`config.mk`:
```
export PLATFORM = sky130hd
export DESIGN_NAME = clock_lock_sequencer
export DESIGN_NICKNAME = d
export VERILOG_FILES = /design/src/rtl/clock_seq_pkg.sv /design/src/rtl/lock_filter.sv /design/src/rtl/clock_lock_sequencer.sv
export SDC_FILE = /design/constraint.sdc
export NUM_CORES = 1
export LEC_CHECK = 0
export BUFFER_PORTS_ARGS = -buffer_cell sky130_fd_sc_hd__buf_2
export CORE_AREA = 2 2 77 79
export DETAILED_ROUTE_END_ITERATION = 10
export DIE_AREA = 0 0 79 81
export PLACE_DENSITY = 0.61
export SYNTH_ARGS = -nofsm -noshare
export SYNTH_HDL_FRONTEND = slang
export SYNTH_SLANG_ARGS = --single-unit
export TNS_END_PERCENT = 100
```
`constraint.sdc`:
```
create_clock -name clk_i -period 2.05 [get_ports clk_i]
set_input_delay 0.205 -clock clk_i [delete_from_list [all_inputs] [get_ports clk_i]]
set_output_delay 0.205 -clock clk_i [all_outputs]
set_load 0.02 [all_outputs]
```
`src/rtl/clock_seq_pkg.sv`:
```
`default_nettype none
// ---------------------------------------------------------------------------
// clock_seq_pkg : state encoding and counter sizing for clock_lock_sequencer
// Revision      : 1.0
// ---------------------------------------------------------------------------
package clock_seq_pkg;

   typedef enum logic [2:0] {
      MEM_RST   = 3'd0,
      MEM_WAIT  = 3'd1,
      TMDS_RST  = 3'd2,
      TMDS_WAIT = 3'd3,
      SETTLE    = 3'd4,
      RUN       = 3'd5
   } seq_state_e;

   // One counter serves every timed state, so it is sized for the longest wait.
   function automatic int unsigned cnt_width(input int unsigned a,
                                             input int unsigned b,
                                             input int unsigned c);
      int unsigned m;
      m = a;
      if (b > m) m = b;
      if (c > m) m = c;
      return $clog2(m) + 1;
   endfunction

endpackage
`default_nettype wire

```
`src/rtl/lock_filter.sv`:
```
`default_nettype none
// ---------------------------------------------------------------------------
// lock_filter : 2-FF synchronizer plus saturating run counter for a PLL LOCK
// Revision    : 1.0
// ---------------------------------------------------------------------------
module lock_filter #(
   parameter int unsigned LOCK_FILTER = 8
) (
   input  logic clk_i,
   input  logic reset_i,
   input  logic lock_i,
   output logic locked_o
);

   localparam int unsigned FW = (LOCK_FILTER < 1) ? 1 : $clog2(LOCK_FILTER + 1);
   localparam logic [FW-1:0] RUN_MAX = FW'(LOCK_FILTER);

   logic          sync1_q;
   logic          sync2_q;
   logic [FW-1:0] run_q;

   always_ff @(posedge clk_i) begin
      if (reset_i) begin
         sync1_q <= 1'b0;
         sync2_q <= 1'b0;
         run_q   <= '0;
      end else begin
         sync1_q <= lock_i;
         sync2_q <= sync1_q;
         if (!sync2_q)
            run_q <= '0;
         else if (run_q != RUN_MAX)
            run_q <= run_q + 1'b1;
      end
   end

   // Gating with sync2_q makes a single low sample drop the lock immediately.
   assign locked_o = sync2_q && (run_q == RUN_MAX);

endmodule
`default_nettype wire

```
`src/rtl/clock_lock_sequencer.sv`:
```
`default_nettype none
// ---------------------------------------------------------------------------
// clock_lock_sequencer : sequences memory PLL then TMDS PLL, supervises locks
// Revision             : 1.0
// ---------------------------------------------------------------------------
module clock_lock_sequencer
   import clock_seq_pkg::*;
#(
   parameter int unsigned PLL_RST_CYCLES = 16,
   parameter int unsigned LOCK_FILTER    = 8,
   parameter int unsigned LOCK_TIMEOUT   = 1_000_000,
   parameter int unsigned SETTLE_CYCLES  = 1024,
   parameter int unsigned MAX_RETRY      = 7
) (
   input  logic       clk_i,
   input  logic       reset_i,
   input  logic       mem_lock_i,
   input  logic       tmds_lock_i,
   output logic       pll_mem_reset_o,
   output logic       pll_tmds_reset_o,
   output logic       mem_ready_o,
   output logic       tmds_ready_o,
   output logic [2:0] state_o,
   output logic [3:0] retry_count_o,
   output logic       fail_o
);

   localparam int unsigned CNT_W = cnt_width(PLL_RST_CYCLES, LOCK_TIMEOUT, SETTLE_CYCLES);
   localparam logic [CNT_W-1:0] RST_LAST    = CNT_W'(PLL_RST_CYCLES - 1);
   localparam logic [CNT_W-1:0] TO_LAST     = CNT_W'(LOCK_TIMEOUT - 1);
   localparam logic [CNT_W-1:0] SETTLE_LAST = CNT_W'(SETTLE_CYCLES - 1);

   logic mem_locked;
   logic tmds_locked;
   logic timeout_hit;

   seq_state_e       state_q, state_d;
   logic [CNT_W-1:0] cnt_q, cnt_d;
   logic [3:0]       retry_q, retry_d;
   logic             fail_q, fail_d;
   logic             pll_mem_rst_q, pll_tmds_rst_q, mem_ready_q, tmds_ready_q;

   lock_filter #(.LOCK_FILTER(LOCK_FILTER)) u_mem_filter (
      .clk_i    (clk_i),
      .reset_i  (reset_i),
      .lock_i   (mem_lock_i),
      .locked_o (mem_locked)
   );

   lock_filter #(.LOCK_FILTER(LOCK_FILTER)) u_tmds_filter (
      .clk_i    (clk_i),
      .reset_i  (reset_i),
      .lock_i   (tmds_lock_i),
      .locked_o (tmds_locked)
   );

   // Lock loss is checked before timeouts and progress; MEM loss beats TMDS loss.
   always_comb begin
      state_d     = state_q;
      timeout_hit = 1'b0;
      case (state_q)
         MEM_RST: begin
            if (cnt_q == RST_LAST) state_d = MEM_WAIT;
         end
         MEM_WAIT: begin
            if (mem_locked) state_d = TMDS_RST;
            else if (cnt_q == TO_LAST) begin
               state_d     = MEM_RST;
               timeout_hit = 1'b1;
            end
         end
         TMDS_RST: begin
            if (!mem_locked) state_d = MEM_RST;
            else if (cnt_q == RST_LAST) state_d = TMDS_WAIT;
         end
         TMDS_WAIT: begin
            if (!mem_locked) state_d = MEM_RST;
            else if (tmds_locked) state_d = SETTLE;
            else if (cnt_q == TO_LAST) begin
               state_d     = TMDS_RST;
               timeout_hit = 1'b1;
            end
         end
         SETTLE: begin
            if (!mem_locked) state_d = MEM_RST;
            else if (!tmds_locked) state_d = TMDS_RST;
            else if (cnt_q == SETTLE_LAST) state_d = RUN;
         end
         RUN: begin
            if (!mem_locked) state_d = MEM_RST;
            else if (!tmds_locked) state_d = TMDS_RST;
         end
         default: state_d = MEM_RST;
      endcase
   end

   always_comb begin
      if (state_d != state_q)   cnt_d = '0;
      else if (state_q == RUN)  cnt_d = cnt_q;
      else                      cnt_d = cnt_q + 1'b1;
      retry_d = (timeout_hit && (retry_q != 4'hF)) ? retry_q + 4'd1 : retry_q;
      fail_d  = fail_q | ({28'd0, retry_d} >= MAX_RETRY);
   end

   // Outputs decode the next state so they switch on the same edge as state_q.
   always_ff @(posedge clk_i) begin
      if (reset_i) begin
         state_q        <= MEM_RST;
         cnt_q          <= '0;
         retry_q        <= '0;
         fail_q         <= 1'b0;
         pll_mem_rst_q  <= 1'b1;
         pll_tmds_rst_q <= 1'b1;
         mem_ready_q    <= 1'b0;
         tmds_ready_q   <= 1'b0;
      end else begin
         state_q        <= state_d;
         cnt_q          <= cnt_d;
         retry_q        <= retry_d;
         fail_q         <= fail_d;
         pll_mem_rst_q  <= (state_d == MEM_RST);
         pll_tmds_rst_q <= (state_d inside {MEM_RST, MEM_WAIT, TMDS_RST});
         mem_ready_q    <= !(state_d inside {MEM_RST, MEM_WAIT});
         tmds_ready_q   <= (state_d == RUN);
      end
   end

   assign pll_mem_reset_o  = pll_mem_rst_q;
   assign pll_tmds_reset_o = pll_tmds_rst_q;
   assign mem_ready_o      = mem_ready_q;
   assign tmds_ready_o     = tmds_ready_q;
   assign state_o          = state_q;
   assign retry_count_o    = retry_q;
   assign fail_o           = fail_q;

endmodule
`default_nettype wire

```
Word level (Yosys, flattened, before mapping)
Index checks and enable logic that the tools add are counted.
{"block": "classes", "bitwise": 3, "reduce_logical": 11, "order_cmp": 1, "mux": 20, "n_addsub": 4, "eq_ne": 17}
{"operator": "2-to-1 mux 3 bit", "count": 13}
{"operator": "adder 21 x 1 -> 21 bit (second input constant)", "count": 1}
{"operator": "equality test 21 x 10 -> 1 bit (second input constant)", "count": 1}
{"operator": "equality test 21 x 20 -> 1 bit (second input constant)", "count": 1}
{"operator": "equality test 21 x 4 -> 1 bit (second input constant)", "count": 1}
{"operator": "one-hot mux 3 bit (6 select lines)", "count": 1}
{"operator": "adder 4 x 1 -> 4 bit (second input constant)", "count": 3}
{"operator": "!= test 4 bit (second input constant)", "count": 3}
{"operator": "equality test 3 x 2 -> 1 bit (second input constant)", "count": 3}
{"operator": "equality test 3 bit (second input constant)", "count": 3}
{"operator": "equality test 4 bit (second input constant)", "count": 2}
{"operator": "equality test 3 x 1 -> 1 bit (second input constant)", "count": 2}
{"operator": "logical NOT 3 bit", "count": 2}
{"operator": "OR reduction 2 bit", "count": 3}
{"operator": "greater-or-equal comparator 4 x 3 -> 1 bit (second input constant)", "count": 1}
{"operator": "2-to-1 mux 1 bit", "count": 4}
{"operator": "2-to-1 mux 4 bit", "count": 1}
{"operator": "logical AND 1 bit", "count": 3}
{"operator": "!= test 3 bit", "count": 1}
{"operator": "nonzero test 3 bit", "count": 1}
{"operator": "inverter 1 bit", "count": 2}
{"operator": "one-hot mux 1 bit (2 select lines)", "count": 1}
{"operator": "nonzero test 2 bit", "count": 1}
{"operator": "logical NOT 1 bit", "count": 1}
{"operator": "OR 1 bit", "count": 1}
{"block": "word_totals", "out_inout_bits": 12, "inputBits": 4, "elab_cells": 70, "ff_bits": 45}

Longest topological paths before layout
Gate-level depths: netlist of run 1.
{"block": "logic_depth", "depth_word": 9, "depth_mapped": 9, "depth_no_buf": 8}

By module
From an unflattened synthesis of run 1, not the netlist that was laid out.
{"block": "hier_totals", "cells_unflattened": 250, "hier_area_um2": 2249.7}
{"module": "clock_lock_sequencer", "seq_area_each_um2": 660.6, "area_per_inst_um2": 1716.6, "cells_each": 196, "n_inst": 1}
{"module": "lock_filter", "seq_area_each_um2": 120.1, "area_per_inst_um2": 266.5, "cells_each": 27, "n_inst": 2}

Least setup slack after synthesis of run 1
Ideal clock, no wire load.
{"block": "synth_path", "kind": "register to register", "start": "register u_mem_filter.run_q[0]", "end": "register fail_q (netlist: fail_o)", "t_required_ns": 1.933, "setup_slack_ns": -0.158, "period_less_slack_ns": 2.208, "stages_incl_launch_ff": 9, "arrival_time_ns": 2.091, "setup_time_ns": 0.117, "path_buffers": 0, "cell_sequence": "dfxtp_1 > inv_1 > ha_1 > nand4b_1 > nand2b_1 > a2111oi_4 > and2_1 > mux2_2 > a32o_1"}
{"block": "synth_between", "elab_chain_len": 8, "word_cells_on_any_way": 9, "cone_classes": "1 x order compare; 1 x eq/ne; 4 x mux; 1 x bitwise; 2 x reduce/logical"}
{"element": "start: declaration", "line": "lock_filter.sv:20", "text": "logic [FW-1:0] run_q;"}
{"element": "start signal: assignment", "line": "lock_filter.sv:33", "text": "run_q <= run_q + 1'b1;"}
{"element": "equality test 4 bit (*)", "line": "lock_filter.sv:38", "text": "assign locked_o = sync2_q && (run_q == RUN_MAX);"}
{"element": "logical AND 1 bit (*)", "line": "lock_filter.sv:38"}
{"element": "2-to-1 mux 1 bit (on tied branches)", "line": "clock_lock_sequencer.sv:77, clock_lock_sequencer.sv:66"}
{"element": "one-hot mux 1 bit (2 select lines) (*)", "line": "clock_lock_sequencer.sv:61", "text": "case (state_q)"}
{"element": "logical AND 1 bit (*)", "line": "clock_lock_sequencer.sv:101", "text": "retry_d = (timeout_hit && (retry_q != 4'hF)) ? retry_q + 4'd1 : retry_q;"}
{"element": "2-to-1 mux 4 bit (*)", "line": "clock_lock_sequencer.sv:101"}
{"element": "greater-or-equal comparator 4 x 3 -> 1 bit (*)", "line": "clock_lock_sequencer.sv:102", "text": "fail_d = fail_q | ({28'd0, retry_d} >= MAX_RETRY);"}
{"element": "OR 1 bit (*)", "line": "clock_lock_sequencer.sv:102"}
{"element": "end signal: assignment", "line": "clock_lock_sequencer.sv:120", "text": "fail_q <= fail_d;"}
{"element": "end: declaration", "line": "clock_lock_sequencer.sv:40", "text": "logic fail_q, fail_d;"}
Every way passes the cells marked *; elsewhere a longest branch is shown, timed or not.
A chain may end at the register's enable or synchronous reset.

Final worst setup path of run 1
{"block": "layout_path", "start": "register u_mem_filter.run_q[1]", "end": "register fail_q (netlist: fail_o)"}
The elaborated chain is that of the path after synthesis.

==> flow_summary.ini, run 1 <==
[run_status]
run_status = complete, but fails checks
violations_in_the_final_reports = setup timing

[logic_synthesis]
number_of_flops_mapped_to_enable_cells_by_yosys = 0
yosys-top-cells-count = dfxtp_1 (45), nor2_1 (32), nand2_1 (19)
postSynthCellCount = 253
post_synth.cell_area_avg_um2 = 8.887
synth-seq-cells = 45
synth_largest_type_area_fraction_pct = 40.07
synthMostInstantiatedCell = dfxtp_1
synth.top_cells.by_area = dfxtp_1 (40%), xor2_1 (6.6%), nor2_1 (5.3%), a211oi_1 (3.7%), xnor2_1 (3.5%)
cell_area_after_synthesis_um2 = 2248
yosys_warnings = 0
synth.yosys.seq_area_share_pct = 40.07
dominantRegCellSynth = dfxtp_1
synth_fp_nets = 263
synth_cell_type_count = 47
post-synth-top-area-cell = dfxtp_1
synthArstFlopShare_pct = 0

[layout]
multi_input_area_um2 = 1479
final_std_cells_w_o_fill = 391
filler_cell_count = 508
syn2layout_area_growth_pct = 37.62
final_nets = 325
antennaDiodeCount = 0
drive_above_1_share_pct = 37.97
finalInstanceArea_um2 = 3094
seqCellArea_um2 = 905.9

[worst_setup_path]
setup.reg_to_reg.worst_slack_ps = -100
worst_r2r_endpoint = fail_o$_SDFF_PP0_
crit_arrival_ps = 2360
critical_path_class = reg2reg
kind_of_capture_point_of_the_worst_setup_path = flip-flop
worst_ep_required_time_ps = 2260
r2r_start = u_mem_filter.run_q[1]$_SDFFE_PP0P_
path_max_fanout = 3
cp-start-kind = flip-flop
rr_worst_depth = 9

[drt]
count_of_nets_left_with_antenna_violations_after_detail_routing = 0
drt-pass1-iter-count = 4
initialDrtViolationCount = 78
post-route-drc-count = 0
route.detailed.vias_per_inst = 5.130
wire_per_inst_um = 13.45
routed_vias = 2006
finalWirelength_um = 5260

[clock_network]
clk_path_buf_depth = 2
clock_latency_ps = 310
cell_at_the_root_of_the_clock_tree = clkbuf_8
cts-buffers-inserted = 5
cts_hold_repair.buffers = 0
cts.reportedPaths.clkPinSlew_ps = 90
clock_sink_count = 45
cts_tree = done
cts-htree-levels = 2

[sta]
grt_setup_unrepaired = yes
skew_ps = 13.20
setup_tns_ps = -549.4
final.period_utilization_pct = 105.1
hold_violations = 0
holdWs_ps = 102.8
slew_at_the_pin_with_the_worst_max_slew_slack_ps = 457.9
layout_min_cycle_time_ps = 2154
timing.slew.headroom_pct = 69.30
finalMaxSlewViolations = 0
setup_viol = 15
timing.final.ws_setup_ps = -104.0
max_clock_freq_ghz = 0.4642

[power]
leakagePower_nw = 1.263
seqPwrFrac_pct = 54.0
combinationalPowerShare_pct = 3.7
p_int_mw = 1.283
net_switching_power_mw = 0.3624
power_per_cell_area_nw_per_um2 = 531.8
total_power_mw = 1.645
share_clk_of_total_power_pct = 42.3
switching_share_pct = 22.03
ir_worst_vdd_uv = 340.0

[die]
design.die.area_um2 = 6399
row_count = 28
die_height_um = 81
die_w_um = 79
ioPinCount = 16
initial_core_utilization_pct = 39.62
placeableCoreArea_um2 = 5675

[grt]
aggregate_global_routing_overflow = 0
antenna_found_initial = 0
grt_first_pass_wirelength_um = 8500
grtUsageTotal_pct = 16.63
first_global_vias = 1875
largest_net_degree_at_the_start_of_global_routing = 20

[hold_path]
timing.hold.worst.class = in2reg
hold_crit_endpoint = u_mem_filter.sync1_q$_SDFF_PP0_
holdCritStartpoint = mem_lock_i
hold_path_depth = 2

[place]
gp_congestion = 0.7659
placed_cells_incl_taps = 375
portBuffers = 15
post_detailed_placement_half_perimeter_wirelength_um = 3561
placed_cell_areas_um2 = 2701

[flow_run]
max_cap_viol_count = 0
-- final cells by class --
type                       instances  share of cell area (%)
sequential                        45                   29.28
timing repair buffer              64                   15.04
clock inverter                     3                   1.537
clock buffer                       5                   2.224
tap                               75                   3.033
multi-input combinational        190                   47.80
inverter                           9                   1.092
-- per-layer routing --
| layer | part of all wire, % | up-vias | track usage (%) |
|---|---|---|---|
| met2 | 48 | 37 | 27.37 |
| met3 | 4.2 | 4 | 2.778 |
| met1 | 47 | 949 | 22.12 |
| met5 | 0 | - | 0 |
| met4 | 0.76 | 0 | 5.862 |
| li1 | - | 1016 | - |
-- sequential cells by signal, indices dropped and copies added, names as in the netlist, 3 cells and up --
name,count
u_tmds_filter.run_q,4
state_o,3
u_mem_filter.run_q,4
retry_count_o,4
cnt_q,21
-- metrics by stage --
stage | util [%] | worst slack (ps)
final | 54.52 | -104.0
after global placement | 47.60 | -164.7
after floorplan | - | -80.48
after global routing | 54.52 | -186.8
after CTS | 51.19 | -122.7
after detailed placement | 47.60 | -181.4
-- cells in the final DEF (no fill, tap or decap), types with 5 or more instances in the layout --
cell type,count
xor2_1,17
nand2_1,18
buf_4,43
nand2b_1,8
buf_6,6
buf_2,15
dfxtp_1,41
inv_1,7
a211oi_2,8
nor2_1,26
nand4_1,6
nor2b_1,5
xnor2_1,8
nand3_1,11
clkbuf_8,5
and3_1,7
-- cell families after synthesis --
group,synth area share [%]
buf+inv,3.506
simple gates,29.44
mux,1.836
compound gates,11.69
xor+xnor,10.13
fa+ha+maj,3.339
flops,40.07
-- power groups by stage --
stage / Clock, mW / Combinational [mW] / Sequential [mW]
floorplan: 0 / 0.0272 / 0.909
global placement: 0 / 0.0453 / 0.909
detailed placement: 0 / 0.0463 / 0.910
CTS: 0.723 / 0.0496 / 0.889
global route: 0.752 / 0.0671 / 0.891
finish: 0.696 / 0.0609 / 0.889
-- worst max path at each step --
stage,from,end,slack [ps],cells after the start
after floorplan,u_tmds_filter.run_q[0]$_SDFFE_PP0P_,fail_o$_SDFF_PP0_,-80,8
after detailed placement,cnt_q[6]$_SDFFE_PP0P_,fail_o$_SDFF_PP0_,-180,6
after global routing,u_mem_filter.run_q[1]$_SDFFE_PP0P_,fail_o$_SDFF_PP0_,-190,9
after CTS,u_mem_filter.run_q[0]$_SDFFE_PP0P_,fail_o$_SDFF_PP0_,-120,8
final,u_mem_filter.run_q[1]$_SDFFE_PP0P_,fail_o$_SDFF_PP0_,-100,9
after global placement,cnt_q[6]$_SDFFE_PP0P_,fail_o$_SDFF_PP0_,-160,6
-- worst max-delay path, stage by stage, from the launching register on --
cell and delay [ps]:
dfxtp_2 340, inv_2 40, ha_4 150, buf_6 110, nand4b_1 120, nand2b_1 120, a2111oi_4 470, and2_4 230
mux2_4 290, a32o_1 190
-- repair_timing --
item,CTS,global route
resized for setup,14,38
endpoints found under the setup margin,15,28
pin swaps,8,19
setup buffers,5,1
endpoints found under the hold margin,0,0
cloned,0,2
(Power assumes the default switching activity.)
==> inputs of run 2 (changes only) <==
Settings changed: GPL_ROUTABILITY_DRIVEN from default to 0, MAX_ROUTING_LAYER from default to met4, PLACE_DENSITY 0.61 to 0.59.
Clock period 2.05 ns to 2.7 ns, I/O delays scaled along.
==> flow_summary.ini, run 2 (synthesis results as in run 1) <==
[sta]
setup_tns_ps = 0
grt_setup_unrepaired = no
slew_at_the_pin_with_the_worst_max_slew_slack_ps = 572.1
timing.final.ws_setup_ps = 291.2
max_clock_freq_ghz = 0.4151
finalMaxSlewViolations = 0
skew_ps = 7.075
hold_violations = 0
layout_min_cycle_time_ps = 2409
timing.slew.headroom_pct = 60.88
holdWs_ps = 172.4
setup_viol = 0
final.period_utilization_pct = 89.21

[worst_setup_path]
cp-startpoint = u_mem_filter.run_q[0]$_SDFFE_PP0P_
timing.critical_path.depth = 8
slowest_stage = a2111oi_4
buffers_and_inverters_on_the_worst_path = 1
delay_heaviest_family_cp = compound AO/OA/AOI/OAI gates
critical_path_class = reg2reg
worst_ep_required_time_ps = 2900
critical-path-max-stage-delay_ps = 460
r2r_start = u_mem_filter.run_q[0]$_SDFFE_PP0P_
setup.worst_path.end = fail_o$_SDFF_PP0_
rr_worst_depth = 8
setup.reg_to_reg.worst_slack_ps = 290
cp_cell_sequence = inv_1 > ha_1 > nand4b_1 > nand2b_1 > a2111oi_4 > and2_1 > mux2_2 > a32o_1
cp-start-kind = flip-flop
crit_arrival_ps = 2610
path_max_fanout = 6
worst_r2r_endpoint = fail_o$_SDFF_PP0_
kind_of_capture_point_of_the_worst_setup_path = flip-flop

[grt]
first_global_vias = 1691
grt_first_pass_wirelength_um = 7900
gr-usage-met2_pct = 24.75
grtUsageMet3_pct = 3.333
grtUsageTotal_pct = 15.89
largest_net_degree_at_the_start_of_global_routing = 20
antenna_found_initial = 0
aggregate_global_routing_overflow = 0
grt_util_met1_pct = 20.76
global_route.peak_usage_layer = met2

[drt]
wire_per_inst_um = 13.01
count_of_nets_left_with_antenna_violations_after_detail_routing = 0
routed_vias = 1795
initialDrtViolationCount = 86
drt-pass1-iter-count = 5
route.detailed.vias_per_inst = 5.143
finalWirelength_um = 4541
post-route-drc-count = 0

[place]
pre_cts_ws_ps = 302.9
placed_cells_incl_taps = 341
portBuffers = 15
post_detailed_placement_half_perimeter_wirelength_um = 3204
placed_cell_areas_um2 = 2425

[flow_run]
max_cap_viol_count = 0

[clock_network]
cts.repair.resized = 0
cts_setup_buffers = 0
cts_hold_repair.buffers = 0
clock_latency_ps = 300
cts-buffers-inserted = 5
cts-htree-levels = 2
cts_tree = done
cell_at_the_root_of_the_clock_tree = clkbuf_8
cts.reportedPaths.clkPinSlew_ps = 90
clk_path_buf_depth = 2
clock_sink_count = 45

[layout]
final_nets = 283
syn2layout_area_growth_pct = 11.74
layout.cells.most_common = dfxtp_1
largest_register_ffs = 21
final_std_cells_w_o_fill = 349
max_flop_register = cnt_q
finalInstanceArea_um2 = 2512
antennaDiodeCount = 0
final_core_util_pct = 44.27
drive_above_1_share_pct = 13.50
layout_common_cells = dfxtp_1 (45), nor2_1 (32), nand2_1 (19)

[power]
ir_worst_vdd_uv = 294.5
total_power_mw = 1.127
leakagePower_nw = 0.9811
switching_share_pct = 23.21
power_per_cell_area_nw_per_um2 = 448.4
combinationalPowerShare_pct = 2.6
p_int_mw = 0.8651
share_clk_of_total_power_pct = 37.4
seqPwrFrac_pct = 60.0
net_switching_power_mw = 0.2615

[die]
design.die.area_um2 = 6399
ioPinCount = 16
row_count = 28
placeableCoreArea_um2 = 5675
die_height_um = 81
initial_core_utilization_pct = 39.62
die_w_um = 79

[run_status]
run_status = finished, final reports clean

[hold_path]
timing.hold.worst.class = in2reg
run 2: cell types whose count changed in the layout (fill, tap and decap cells not counted), moves of 4 or more:
cell and delta:
buf_4 -36, a211oi_1 +8, a211oi_2 -8, buf_6 -6, nor2_1 +6, dfxtp_1 +4, dfxtp_2 -4, nor2_2 -4
run 2: cell type report:
| cell class | count | area [µm²] |
|---|---|---|
| flip-flops and latches | 45 | 900.9 |
| well taps | 75 | 93.84 |
| inverters | 9 | 33.78 |
| multi-input cells | 190 | 1269 |
| clock inverters | 2 | 15.01 |
| clock buffers | 6 | 72.57 |
| fillers | 598 | 3163 |
| repair buffers | 22 | 127.6 |
run 2: metal layers:
| metal | vias to the layer above | routed length (µm) |
|---|---|---|
| met2 | 27 | 2004 |
| met1 | 830 | 2322 |
| met4 | 0 | 67 |
| met5 | - | 0 |
| met3 | 6 | 148 |
| li1 | 932 | - |
run 2: power groups by stage:
stage | combinational [mW] | sequential, mW | clock (mW)
floorplan | 0.0205 | 0.690 | 0
global placement | 0.0292 | 0.691 | 0
detailed placement | 0.0297 | 0.692 | 0
CTS | 0.0299 | 0.676 | 0.438
global route | 0.0335 | 0.677 | 0.467
finish | 0.0293 | 0.676 | 0.421
run 2: worst register-to-register path: cells and delay by family (launching register included):
| family | cells | cell delay, ps |
|---|---|---|
| compound gates | 2 | 670 |
| fa+ha+maj | 1 | 210 |
| buf+inv | 1 | 60 |
| flops | 1 | 390 |
| mux | 1 | 350 |
| simple gates | 3 | 630 |
run 2: worst min path at each step:
stage                                startpoint                               end  slack (ps)  cells after the start
2_1_floorplan                           reset_i       retry_count_o[2]$_SDFF_PP0_         350                      1
3_3_place_gp   u_tmds_filter.sync1_q$_SDFF_PP0_  u_tmds_filter.sync2_q$_SDFF_PP0_         420                      1
3_5_place_dp    u_mem_filter.sync1_q$_SDFF_PP0_   u_mem_filter.sync2_q$_SDFF_PP0_         420                      1
4_1_cts                              mem_lock_i   u_mem_filter.sync1_q$_SDFF_PP0_         170                      2
5_1_grt                              mem_lock_i   u_mem_filter.sync1_q$_SDFF_PP0_         210                      2
6_report                             mem_lock_i   u_mem_filter.sync1_q$_SDFF_PP0_         170                      2
==> inputs of run 3 (changes only) <==
Settings changed: PLACE_DENSITY 0.59 to 0.66.
Clock period 2.7 ns to 2.1 ns, I/O delays scaled along.
==> flow_summary.ini, run 3 (synthesis results as in run 1) <==
[hold_path]
timing.hold.worst.class = in2reg

[flow_run]
max_cap_viol_count = 0

[sta]
skew_ps = 6.272
timing.final.ws_setup_ps = -19.21
holdWs_ps = 116.3
finalMaxSlewViolations = 0
hold_violations = 0
max_clock_freq_ghz = 0.4719
setup_viol = 1
grt_setup_unrepaired = yes
slew_at_the_pin_with_the_worst_max_slew_slack_ps = 521.3
layout_min_cycle_time_ps = 2119
timing.slew.headroom_pct = 65.17
final.period_utilization_pct = 100.9

[grt]
antenna_found_initial = 0
grtUsageTotal_pct = 17.25
aggregate_global_routing_overflow = 0
first_global_vias = 1846
grt_first_pass_wirelength_um = 8466
largest_net_degree_at_the_start_of_global_routing = 18

[power]
p_int_mw = 1.273
share_clk_of_total_power_pct = 42.8
net_switching_power_mw = 0.3329
switching_share_pct = 20.73
ir_worst_vdd_uv = 404.1
power_per_cell_area_nw_per_um2 = 545.7
total_power_mw = 1.606
seqPwrFrac_pct = 54.0
leakagePower_nw = 1.181
combinationalPowerShare_pct = 3.2

[die]
placeableCoreArea_um2 = 5675
initial_core_utilization_pct = 39.62
die_w_um = 79
design.die.area_um2 = 6399
row_count = 28
ioPinCount = 16
die_height_um = 81

[worst_setup_path]
slowest_stage = a2111oi_4
kind_of_capture_point_of_the_worst_setup_path = flip-flop
delay_heaviest_family_cp = compound AO/OA/AOI/OAI gates
crit_arrival_ps = 2320
buffers_and_inverters_on_the_worst_path = 1
worst_ep_required_time_ps = 2300
critical-path-max-stage-delay_ps = 470
cp-start-kind = flip-flop
critical_path_class = reg2reg
path_max_fanout = 4
cp_cell_sequence = inv_2 > ha_4 > nand4b_1 > nand2b_1 > a2111oi_4 > and2_4 > mux2_4 > a32o_1

[layout]
antennaDiodeCount = 0
final_std_cells_w_o_fill = 386
largest_register_ffs = 21
layout.cells.most_common = buf_4
finalInstanceArea_um2 = 2943
max_flop_register = cnt_q
drive_above_1_share_pct = 32.15
syn2layout_area_growth_pct = 30.88
final_nets = 320
layout_common_cells = buf_4 (43), dfxtp_1 (40), nor2_1 (31)
final_core_util_pct = 51.85

[clock_network]
cts_tree = done
clock_latency_ps = 300
cts-htree-levels = 2
clk_path_buf_depth = 2
cts.reportedPaths.clkPinSlew_ps = 90
cts-buffers-inserted = 5
cell_at_the_root_of_the_clock_tree = clkbuf_8
clock_sink_count = 45

[drt]
drt-pass1-iter-count = 4
wire_per_inst_um = 13.09
post-route-drc-count = 0
route.detailed.vias_per_inst = 5.150
count_of_nets_left_with_antenna_violations_after_detail_routing = 0
initialDrtViolationCount = 135
routed_vias = 1988
finalWirelength_um = 5051

[place]
placed_cell_areas_um2 = 2664
portBuffers = 15
placed_cells_incl_taps = 370
post_detailed_placement_half_perimeter_wirelength_um = 3563

[run_status]
run_status = complete, but fails checks
violations_in_the_final_reports = setup timing
-- run 3: cell types whose count changed in the layout (fill, tap and decap cells not counted), moves of 2 or more --
cell	before	now
buf_4	7	43
dfxtp_1	45	40
dfxtp_2	0	5
a211oi_1	11	8
a211oi_2	0	3
ha_1	6	3
ha_2	0	2
inv_1	9	7
inv_2	0	2
o21ai_1	2	0
o21ai_4	0	2
-- run 3: worst paths after layout --
check,startpoint,endpoint,slack (ps),cells after the start
setup reg to reg,u_mem_filter.run_q[1]$_SDFFE_PP0P_,fail_o$_SDFF_PP0_,-20,8
setup / recovery,u_mem_filter.run_q[1]$_SDFFE_PP0P_,fail_o$_SDFF_PP0_,-20,8
hold reg to reg,u_mem_filter.sync1_q$_SDFF_PP0_,u_mem_filter.sync2_q$_SDFF_PP0_,450,1
hold / removal,tmds_lock_i,u_tmds_filter.sync1_q$_SDFF_PP0_,120,2
-- run 3: power groups by stage --
stage / logic (mW) / registers [mW] / clock network, mW
2_1_floorplan: 0.0265 / 0.888 / 0
3_3_place_gp: 0.0458 / 0.887 / 0
3_5_place_dp: 0.0468 / 0.887 / 0
6_report: 0.0509 / 0.868 / 0.687
4_1_cts: 0.0490 / 0.868 / 0.710
5_1_grt: 0.0580 / 0.869 / 0.740
-- run 3: what timing repair did --
action,4_1_cts,5_1_grt
pin swaps,9,8
resized for setup,11,13
setup buffers,3,5
cloned,0,0
setup endpoints to repair,14,18
hold buffers,0,0
hold endpoints to repair,0,0
-- run 3: final cells by class --
type	count	area [µm²]
fill	517	2733
tap	75	93.84
multi-input combinational	190	1379
inverter	9	33.78
clock inverter	2	37.54
clock buffer	6	82.58
sequential	45	907.1
timing repair buffer	59	409.1
-- run 3: worst register-to-register path: stages, from the launching register on --
cell	delay (ps)
dfxtp_2	340
inv_2	40
ha_4	150
nand4b_1	170
nand2b_1	140
a2111oi_4	470
and2_4	230
mux2_4	290
a32o_1	200
-- run 3: per-layer routing --
metal	wire length, µm	track usage (%)
met1	2475	22.03
met2	2350	27.54
met3	139	2.778
met4	85	6.724
met5	0	-
-- run 3: metrics by stage --
step / setup WS, ps / TNS [ps]
finish: -19.21 / -19.21
global route: -134.8 / -404.2
CTS: -28.81 / -28.81
detailed placement: -99.93 / -1133
global placement: -99.23 / -1058
floorplan: -30.48 / -30.48
